`src/rtl/hamming32t26d_scrubber.sv`:
```
// hamming32t26d_scrubber
//   Background scrubber for SRAM protected by the hamming32t26d SEC-DED code.
//   It walks word addresses 0..DEPTH-1, reads each codeword, decodes it,
//   writes back single-bit-corrected words re-encoded, and logs uncorrectable
//   (double) errors. It acts as a low-priority requester behind the arbiter.
//
//   Codeword layout (extended Hamming, 26 data + 5 check + 1 overall parity):
//     bit 0               overall even parity over bits 31..1
//     bits 1,2,4,8,16     check bits; bit 2**k covers positions with index bit k set
//     remaining bits      data bits 0..25 in ascending position order
//
// Ports
//   clk_i, rst_i               clock, synchronous active-high reset
//   scrub_en_i, interval_i     enable, idle cycles between word scrubs
//   clr_cnt_i                  clear sec/ded counters and ded_valid_o
//   mem_req_o/we_o/lock_o      memory request, write flag, arbiter lock
//   mem_addr_o, mem_wdata_o    word address, re-encoded write data
//   mem_gnt_i, mem_rvalid_i    request accepted, read data valid
//   mem_rdata_i                read codeword
//   sec_cnt_o, ded_cnt_o       saturating corrected / uncorrectable counts
//   ded_addr_o, ded_valid_o    address of the latest DED and its valid flag
//   ded_irq_o, pass_done_o     one-cycle event pulses
//   busy_o                     FSM not idle
module hamming32t26d_scrubber #(
  parameter int unsigned ADDR_W   = 10,
  parameter int unsigned DEPTH    = 1024,
  parameter int unsigned PERIOD_W = 16,
  parameter int unsigned CNT_W    = 16
) (
  input  logic                clk_i,
  input  logic                rst_i,
  input  logic                scrub_en_i,
  input  logic [PERIOD_W-1:0] interval_i,
  input  logic                clr_cnt_i,
  output logic                mem_req_o,
  output logic                mem_we_o,
  output logic                mem_lock_o,
  output logic [ADDR_W-1:0]   mem_addr_o,
  output logic [31:0]         mem_wdata_o,
  input  logic                mem_gnt_i,
  input  logic                mem_rvalid_i,
  input  logic [31:0]         mem_rdata_i,
  output logic [CNT_W-1:0]    sec_cnt_o,
  output logic [CNT_W-1:0]    ded_cnt_o,
  output logic [ADDR_W-1:0]   ded_addr_o,
  output logic                ded_valid_o,
  output logic                ded_irq_o,
  output logic                pass_done_o,
  output logic                busy_o
);

  typedef enum logic [2:0] {
    S_IDLE,
    S_WAIT,
    S_RD,
    S_RD_WAIT,
    S_CHECK,
    S_WR,
    S_NEXT
  } state_t;

  state_t              state_q, state_d;
  logic [ADDR_W-1:0]   addr_q, addr_d;
  logic [PERIOD_W-1:0] wait_q, wait_d;
  logic [31:0]         rdata_q, rdata_d;
  logic [31:0]         wdata_q, wdata_d;
  logic [CNT_W-1:0]    sec_q, sec_d;
  logic [CNT_W-1:0]    ded_q, ded_d;
  logic [ADDR_W-1:0]   ded_addr_q, ded_addr_d;
  logic                ded_valid_q, ded_valid_d;
  logic                ded_irq_q, ded_irq_d;
  logic                pass_done_q, pass_done_d;

  // Positions 1,2,4,8,16 carry check bits.
  function automatic logic is_chk(input logic [4:0] p);
    return (p & (p - 5'd1)) == 5'd0;
  endfunction

  function automatic logic [31:0] enc(input logic [25:0] d);
    logic [31:0] c;
    logic [4:0]  j;
    logic        par;
    c = '0;
    j = '0;
    for (int unsigned p = 1; p < 32; p++) begin
      if (!is_chk(p[4:0])) begin
        c[p[4:0]] = d[j];
        j = j + 5'd1;
      end
    end
    for (int unsigned k = 0; k < 5; k++) begin
      par = 1'b0;
      for (int unsigned p = 1; p < 32; p++) begin
        if (!is_chk(p[4:0]) && p[k[4:0]]) par = par ^ c[p[4:0]];
      end
      c[5'd1 << k[2:0]] = par;
    end
    c[0] = ^c[31:1];
    return c;
  endfunction

  function automatic logic [25:0] extract(input logic [31:0] c);
    logic [25:0] d;
    logic [4:0]  j;
    d = '0;
    j = '0;
    for (int unsigned p = 1; p < 32; p++) begin
      if (!is_chk(p[4:0])) begin
        d[j] = c[p[4:0]];
        j = j + 5'd1;
      end
    end
    return d;
  endfunction

  // Decode of the captured word. A single error always flips overall parity;
  // syndrome 0 with bad parity means the parity bit itself was hit.
  logic [4:0]  syn;
  logic        par_err;
  logic        ded;
  logic [31:0] corrected;
  logic [31:0] reenc;

  always_comb begin
    syn = '0;
    for (int unsigned p = 1; p < 32; p++) begin
      if (rdata_q[p[4:0]]) syn = syn ^ p[4:0];
    end
    par_err   = ^rdata_q;
    corrected = rdata_q;
    if (par_err) corrected[syn] = ~corrected[syn];
    ded   = !par_err && (syn != 5'd0);
    reenc = enc(extract(corrected));
  end

  always_comb begin
    state_d     = state_q;
    addr_d      = addr_q;
    wait_d      = wait_q;
    rdata_d     = rdata_q;
    wdata_d     = wdata_q;
    sec_d       = sec_q;
    ded_d       = ded_q;
    ded_addr_d  = ded_addr_q;
    ded_valid_d = ded_valid_q;
    ded_irq_d   = 1'b0;
    pass_done_d = 1'b0;

    case (state_q)
      S_IDLE: begin
        if (scrub_en_i) begin
          wait_d  = interval_i;
          state_d = S_WAIT;
        end
      end
      S_WAIT: begin
        if (wait_q == '0) state_d = S_RD;
        else              wait_d  = wait_q - PERIOD_W'(1);
      end
      S_RD: begin
        if (mem_gnt_i) state_d = S_RD_WAIT;
      end
      S_RD_WAIT: begin
        if (mem_rvalid_i) begin
          rdata_d = mem_rdata_i;
          state_d = S_CHECK;
        end
      end
      S_CHECK: begin
        if (ded) begin
          if (ded_q != '1) ded_d = ded_q + CNT_W'(1);
          ded_addr_d  = addr_q;
          ded_valid_d = 1'b1;
          ded_irq_d   = 1'b1;
          state_d     = S_NEXT;
        end else if (reenc != rdata_q) begin
          if (sec_q != '1) sec_d = sec_q + CNT_W'(1);
          wdata_d = reenc;
          state_d = S_WR;
        end else begin
          state_d = S_NEXT;
        end
      end
      S_WR: begin
        if (mem_gnt_i) state_d = S_NEXT;
      end
      S_NEXT: begin
        if (addr_q == ADDR_W'(DEPTH - 1)) begin
          addr_d      = '0;
          pass_done_d = 1'b1;
        end else begin
          addr_d = addr_q + ADDR_W'(1);
        end
        if (scrub_en_i) begin
          wait_d  = interval_i;
          state_d = S_WAIT;
        end else begin
          state_d = S_IDLE;
        end
      end
      default: state_d = S_IDLE;
    endcase

    // Clear is applied last so it overrides an increment in the same cycle.
    if (clr_cnt_i) begin
      sec_d       = '0;
      ded_d       = '0;
      ded_valid_d = 1'b0;
    end
  end

  always_ff @(posedge clk_i) begin
    if (rst_i) begin
      state_q     <= S_IDLE;
      addr_q      <= '0;
      wait_q      <= '0;
      rdata_q     <= '0;
      wdata_q     <= '0;
      sec_q       <= '0;
      ded_q       <= '0;
      ded_addr_q  <= '0;
      ded_valid_q <= 1'b0;
      ded_irq_q   <= 1'b0;
      pass_done_q <= 1'b0;
    end else begin
      state_q     <= state_d;
      addr_q      <= addr_d;
      wait_q      <= wait_d;
      rdata_q     <= rdata_d;
      wdata_q     <= wdata_d;
      sec_q       <= sec_d;
      ded_q       <= ded_d;
      ded_addr_q  <= ded_addr_d;
      ded_valid_q <= ded_valid_d;
      ded_irq_q   <= ded_irq_d;
      pass_done_q <= pass_done_d;
    end
  end

  assign mem_req_o   = (state_q == S_RD) || (state_q == S_WR);
  assign mem_we_o    = (state_q == S_WR);
  assign mem_lock_o  = (state_q == S_RD) || (state_q == S_RD_WAIT) ||
                       (state_q == S_CHECK) || (state_q == S_WR);
  assign mem_addr_o  = addr_q;
  assign mem_wdata_o = wdata_q;
  assign sec_cnt_o   = sec_q;
  assign ded_cnt_o   = ded_q;
  assign ded_addr_o  = ded_addr_q;
  assign ded_valid_o = ded_valid_q;
  assign ded_irq_o   = ded_irq_q;
  assign pass_done_o = pass_done_q;
  assign busy_o      = (state_q != S_IDLE);

endmodule

```
`config.mk`:
```
export PLATFORM = sky130hd
export DESIGN_NAME = hamming32t26d_scrubber
export DESIGN_NICKNAME = d
export VERILOG_FILES = /design/src/rtl/hamming32t26d_scrubber.sv
export SDC_FILE = /design/constraint.sdc
export NUM_CORES = 1
export LEC_CHECK = 0
export BUFFER_PORTS_ARGS = -buffer_cell sky130_fd_sc_hd__buf_2
export CAP_MARGIN = 20
export CORE_MARGIN = 1
export CORE_UTILIZATION = 50
export DETAILED_ROUTE_END_ITERATION = 6
export HOLD_SLACK_MARGIN = 0.06
export PLACE_DENSITY = 0.72
export SYNTH_ARGS = -nofsm -noshare
export SYNTH_HDL_FRONTEND = slang
export SYNTH_SLANG_ARGS = --single-unit
```
`constraint.sdc`:
```
create_clock -name clk_i -period 7.25 [get_ports clk_i]
set_input_delay 1.0875 -clock clk_i [delete_from_list [all_inputs] [get_ports clk_i]]
set_output_delay 1.0875 -clock clk_i [all_outputs]
set_load 0.01 [all_outputs]
```
==> results of run 1 <==
final timing paths:
| check | to | start | slack [ps] |
|---|---|---|---|
| worst max-delay path | mem_wdata_o[11] | rdata_q[22] | 610 |
| worst min-delay path | mem_wdata_o[24] | mem_wdata_o[24] | 450 |
| worst max register to register | mem_wdata_o[11] | rdata_q[22] | 610 |
| worst min register to register | mem_wdata_o[24] | mem_wdata_o[24] | 450 |
per-layer routing:
layer	vias up	share of wire	wire [um]
li1	4544	-	-
met1	4416	0.42	12200
met2	422	0.45	13100
met3	84	0.086	2490
met4	0	0.041	1190
met5	-	0	0
cell families after synthesis:
| family | after synthesis | synth area share |
|---|---|---|
| flip-flops | 138 | 0.291 |
| multiplexers | 48 | 0.0539 |
| adder cells (fa/ha/maj) | 4 | 0.00527 |
| AND/OR/NAND/NOR | 472 | 0.223 |
| AO/OA/AOI/OAI | 299 | 0.212 |
| XOR/XNOR | 146 | 0.162 |
| buffers and inverters | 120 | 0.0533 |
worst reg2reg max path: cells and delay by family, from the launching register on:
kind,cells,cell delay [ps]
buffers and inverters,2,450
DFF,1,580
AOI/OAI and AO/OA,6,2170
muxes,1,250
and+or+nand+nor,3,590
xor gates and xnor gates,7,2460
registers in the layout (all words and copies together), names as in the netlist:
name and cells:
mem_wdata_o 32, rdata_q 32, ded_cnt_o 16, sec_cnt_o 16, wait_q 16, ded_addr_o 10
mem_addr_o 10, state_q 3, ded_irq_o 1, ded_valid_o 1, pass_done_o 1
power by group:
| part | internal (W) | leakage [nW] | switching [W] | total, W |
|---|---|---|---|---|
| sequential | 0.000812 | 1.12 | 0.0000674 | 0.000879 |
| clock | 0.000532 | 0.297 | 0.000385 | 0.000916 |
| combinational | 0.000663 | 2.88 | 0.00118 | 0.00185 |
layout by cell type, fill, tap and decap left out, types with 5 or more instances in the layout:
cell type	netlist	final
xor2_1	34	34
o21ai_0	48	48
a211oi_1	22	22
nand3_1	37	37
or2_2	5	5
clkbuf_16	0	17
nand4_1	12	12
buf_4	7	37
o22ai_1	11	11
nor4_1	5	5
nor2_1	124	123
nor3_1	41	41
a221oi_1	7	7
o21a_1	8	8
o211ai_1	11	11
or4_1	9	9
inv_1	31	31
or2_1	7	7
a21oi_1	96	96
and2_1	6	6
a22oi_1	16	16
inv_6	0	6
o31ai_1	17	17
nand2_1	183	183
mux2_2	5	5
buf_2	23	143
mux2i_1	41	41
and3_1	9	9
xnor3_1	8	8
nand2b_1	9	9
dfxtp_1	138	138
xnor2_1	92	92
or3_1	13	13
per-stage QoR:
step | cell area, um^2 | setup slack [ps]
floorplan | 9500 | 1780
finish | 11000 | 608
CTS | 11000 | 665
detailed placement | 10400 | 682
global route | 11000 | 297
global placement | 10400 | 971
area by class of cell:
class / instances / area, um^2
clock buffers: 18 / 439
well taps: 234 / 293
clock inverters: 14 / 173
inverters: 31 / 116
multi-input cells: 969 / 6240
flip-flops and latches: 138 / 2760
fillers: 1702 / 7610
repair buffers: 181 / 1010
==> parameters.txt, run 1 <==
Parameter                              Value

Outcome
  Status    finished with violations
  Failing checks    DRC

Floorplanning
  Horizontal die dimension    140 um
  Die Y-Extent    140 um
  Rows    50
  Initial core utilization    0.510
  Placeable core region    18600 um^2
  Die area    19600 um^2
  I/O pin count    145

GRT
  Global-route wire length before repair    46100 um
  Global routing usage on met1    0.375
  Met3 routing resource usage after global routing    0.0754
  Most Crowded Layer GR    met2
  Number of global-route vias before repair    8711
  Number of antenna violations at the first check in global routing    0
  Global router's overall resource usage    0.299
  Largest net degree at the start of global routing    65
  Fraction of met2 tracks used by global routing    0.485
  GR Overflow Total    0

Power
  Static leakage power    4.29 nW
  Worst-case vdd ir drop    0.191 mV
  PwrDens    330 nW/um^2
  Overall Power    0.00364 W

STA
  Final slew viol count    0
  Summed negative setup slack over all endpoints    0 ps
  Post-Route Skew    10.6 ps
  Final setup fails    0
  RSZ-0062 raised after global routing    false
  Pin slew with the least headroom to its limit    988 ps
  FMAX    0.151 GHz
  Final Cycle Share    0.916
  Worst hold slack after final layout    454 ps
  Number of hold violations in the final report    0
  Max-slew headroom    0.337
  Final critical-path required period    6640 ps

Placed design
  Number of port buffers    144
  GPL Wtd Cong    0.995
  Number of cells in the design after placement    1553
  Detailed-placement wirelength estimate    21200 um

Worst setup path
  Kind of start point of the critical path    flop
  WP data arrival    6930 ps
  Kind of critical path    reg -> reg
  Worst path buffer plus inverter count    2
  CP max stage delay    660 ps
  Largest fanout on the critical path    30
  Cell with the most instances on the worst path    xnor2_1
  Critical-path top delay cell    o31ai_4
  FF-to-FF path depth    19
  Instance count on the critical path    19
  Cell family with the largest share of critical-path delay    XOR/XNOR gates
  Required time of the critical path    7540 ps
  Cells along the critical path    xnor2_1, xnor3_2, xor2_4, xnor2_1, buf_4, a2111oi_1, a2111oi_4, o31ai_4, nor3b_2, o22ai_1, xnor2_2, xor3_1, xnor3_1, nor4_1, o2111ai_1, o211ai_1, buf_12, mux2i_1, nor2_1
  Type of destination of the critical path    flop

Synth
  Synthesized area divided by synthesized cell count    7.74 um^2
  Area share of the largest cell type after synthesis    0.291
  Most common cell in the netlist    nand2_1
  Number of warnings printed during yosys synthesis    0
  Commonest cells in the synthesized netlist    183 x nand2_1, 138 x dfxtp_1, 124 x nor2_1
  Cell accounting for the most synthesized area    dfxtp_1
  Post-synthesis net count    1285
  Flip-flop and latch count after synthesis    138
  Synth Instances    1227
  Fraction of registers with async set or reset after synthesis    0
  Ys flop type    dfxtp_1
  Cell types occupying the most area after synthesis    dfxtp_1 29%, xnor2_1 8.5%, nand2_1 7.2%
  Distinct cell type count after synthesis    81
  Total standard cell area after synthesis    9500 um^2
  Post-synth EDFFs    0
  Share of the yosys chip area belonging to registers    0.291

Min path
  Worst min-delay path category    reg -> reg
  Number of cells traversed by the worst hold path    2

Clocking
  Clock Pin Slew Worst Setup and Hold Paths    70 ps
  Quantity of gates resized following cts    0
  Later-pin clock latency in the skew report    430 ps
  Maximum buffer depth of the clock tree    2
  Number of buffers inserted to repair setup after CTS    0
  TritonCTS Buffers    17
  # H-tree levels    4
  Hold buffer count at cts    0
  CTS root buffer    clkbuf_16
  TritonCTS clock tree    built
  Clock net sink count    138

Cells and area
  Number of standard cells in the final layout excluding fillers    1585
  Area growth from synthesis to layout    16.2%
  Number of antenna diodes    0
  Number of nets in the final layout    1396
  Final cell utilization of the core    0.592
  Share of post-route cells with drive strength above 1    0.183

Drt
  Total Routed Length    29000 um
  Detailed-route vias per instance    5.97
  Post-detailed-route DRC marker count    6
  First-pass DRT Iterations    7
  Drt initial violations    823
  Total via count in the routed design    9466
  Residual antenna-violating net count after detailed routing    0
  Average wire per standard cell    18.3 um

Run
  Max-capacitance violation count    0
Power figures use the tool's default switching activity.
==> run 2: changes to the inputs <==
--- a/config.mk
+++ b/config.mk
@@ -12,6 +12,8 @@
 export DETAILED_ROUTE_END_ITERATION = 6
 export HOLD_SLACK_MARGIN = 0.06
 export PLACE_DENSITY = 0.72
+export RECOVER_POWER = 50
+export REMOVE_ABC_BUFFERS = 1
 export SYNTH_ARGS = -nofsm -noshare
 export SYNTH_HDL_FRONTEND = slang
 export SYNTH_SLANG_ARGS = --single-unit
==> parameters.txt, run 2 (synthesis gave the netlist of run 1 again) <==
Parameter                              Value

Outcome
  Status    finished with violations
  Failing checks    capacitance limit, slew limit

Power
  Overall Power    0.00363 W
  Comb power frac    0.520
  Switching portion of total power    0.464
  Worst-case vdd ir drop    0.217 mV
  Clock network power share    0.238
  Switching power of the nets    0.00168 W
  P_int    0.00195 W
  Static leakage power    3.97 nW
  Power share of the sequential group    0.242
  PwrDens    331 nW/um^2

Cells and area
  Number of standard cells in the final layout excluding fillers    1594
  Final Instance Area    11000 um^2
  Area growth from synthesis to layout    15.4%
  Share of post-route cells with drive strength above 1    0.131
  Number of antenna diodes    0
  Leading cell type in the layout, fill and taps excluded    nand2_1
  Most frequent cells in the layout    183 x nand2_1, 138 x dfxtp_1, 123 x nor2_1, 96 x a21oi_1, 92 x xnor2_1
  Final cell utilization of the core    0.588
  Number of nets in the final layout    1405

Drt
  Highest layer used for signal routing    met4
  Total Routed Length    29500 um
  Met1 wire length    12900 um
  Detailed-route vias per instance    5.98
  Drt initial violations    870
  Post-detailed-route DRC marker count    0
  Detailed-routed wire length on met3    2530 um
  Detailed-routed wire length on met2    12900 um
  Average wire per standard cell    18.5 um
  Total via count in the routed design    9540
  First-pass DRT Iterations    7
  Residual antenna-violating net count after detailed routing    0

Worst setup path
  Type of destination of the critical path    flop
  Largest fanout on the critical path    17
  Slack of the worst reg-to-reg path    510 ps
  Cell family with the largest share of critical-path delay    XOR/XNOR gates
  Kind of critical path    reg -> reg
  Kind of start point of the critical path    flop
  WP data arrival    6990 ps
  RR Startpoint    rdata_q[22]
  Critical-path top delay cell    o31ai_4
  Required time of the critical path    7500 ps
  Worst path buffer plus inverter count    2
  Cells along the critical path    xnor2_1, xnor3_2, xor2_4, xnor2_1, buf_4, a2111oi_1, a2111oi_4, o31ai_4, nor3b_2, o22ai_1, xnor2_2, xor3_1, xnor3_1, nor4_1, o2111ai_1, o211ai_1, buf_4, a211o_1, a21oi_1
  Instance count on the critical path    19
  End of the worst register-to-register path    mem_wdata_o[17]
  FF-to-FF path depth    19
  CP max stage delay    670 ps

GRT
  Global router's overall resource usage    0.303
  Number of antenna violations at the first check in global routing    0
  Largest net degree at the start of global routing    78
  Number of global-route vias before repair    8542
  Global-route wire length before repair    46600 um
  GR Overflow Total    0

Clocking
  Later-pin clock latency in the skew report    440 ps
  Clock net sink count    138
  Hold buffer count at cts    0
  TritonCTS Buffers    17
  Clock Pin Slew Worst Setup and Hold Paths    70 ps
  TritonCTS clock tree    built
  # H-tree levels    4
  CTS root buffer    clkbuf_16
  Quantity of gates resized following cts    0
  Number of buffers inserted to repair setup after CTS    0
  Maximum buffer depth of the clock tree    2

Min path
  WHS Endpoint    mem_wdata_o[31]
  Startpoint of the lowest-slack hold path    mem_wdata_o[31]
  Worst min-delay path category    reg -> reg
  Number of cells traversed by the worst hold path    2

Run
  Max-capacitance violation count    1

Floorplanning
  I/O pin count    145
  Placeable core region    18600 um^2
  Rows    50
  Initial core utilization    0.510
  Horizontal die dimension    140 um
  Die area    19600 um^2
  Die Y-Extent    140 um

STA
  Final setup fails    0
  Summed negative setup slack over all endpoints    0 ps
  Number of hold violations in the final report    0
  Final critical-path required period    6740 ps
  Max-slew headroom    -0.350
  FMAX    0.148 GHz
  Pin slew with the least headroom to its limit    2020 ps
  Post-Route Skew    14.0 ps
  Final slew viol count    34
  RSZ-0062 raised after global routing    false
  Final Cycle Share    0.929

Placed design
  Number of cells in the design after placement    1562
  Area after DPL    10500 um^2
  Number of port buffers    144
  Detailed-placement wirelength estimate    21700 um
  GPL Wtd Cong    1.05
run 2: how the worst max path moves through the flow:
stage | from | endpoint | slack [ps]
final | rdata_q[22] | mem_wdata_o[17] | 510
after global placement | rdata_q[22] | sec_cnt_o[8] | 810
after detailed placement | rdata_q[18] | mem_wdata_o[11] | 630
after floorplan | rdata_q[22] | mem_wdata_o[30] | 90
after CTS | rdata_q[18] | mem_wdata_o[11] | 610
after global routing | rdata_q[21] | mem_wdata_o[17] | 130
run 2: power groups by stage:
stage	combinational, W	clock [W]	sequential [W]
floorplan	0.00125	0	0.000881
global placement	0.00182	0	0.000890
detailed placement	0.00184	0	0.000892
CTS	0.00185	0.000871	0.000875
global route	0.00204	0.000905	0.000886
finish	0.00189	0.000864	0.000878
run 2: cell type report:
class / instances / area (um^2)
Clock buffer: 17 / 425
Clock inverter: 15 / 156
Fill cell: 1776 / 7680
Inverter: 31 / 116
Multi-Input combinational cell: 969 / 6240
Sequential cell: 138 / 2760
Tap cell: 234 / 293
Timing Repair Buffer: 190 / 970
run 2: worst register-to-register path, stage by stage (launching register included):
cell and delay (ps):
dfxtp_1 430, xnor2_1 200, xnor3_2 550, xor2_4 510
xnor2_1 180, buf_4 240, a2111oi_1 620, a2111oi_4 160
o31ai_4 670, nor3b_2 300, o22ai_1 140, xnor2_2 230
xor3_1 540, xnor3_1 380, nor4_1 210, o2111ai_1 290
o211ai_1 320, buf_4 290, a211o_1 200, a21oi_1 90
run 2: stage by stage:
stage	hold WS, ps	worst slack (ps)
floorplan	459	85.1
global placement	441	812
detailed placement	448	628
CTS	458	609
global route	472	130
finish	458	512
run 2: per-layer routing:
layer / up-vias / track usage
li1: 4578 / -
met1: 4431 / 0.407
met2: 434 / 0.470
met3: 97 / 0.0637
met4: 0 / 0.126
met5: - / 0
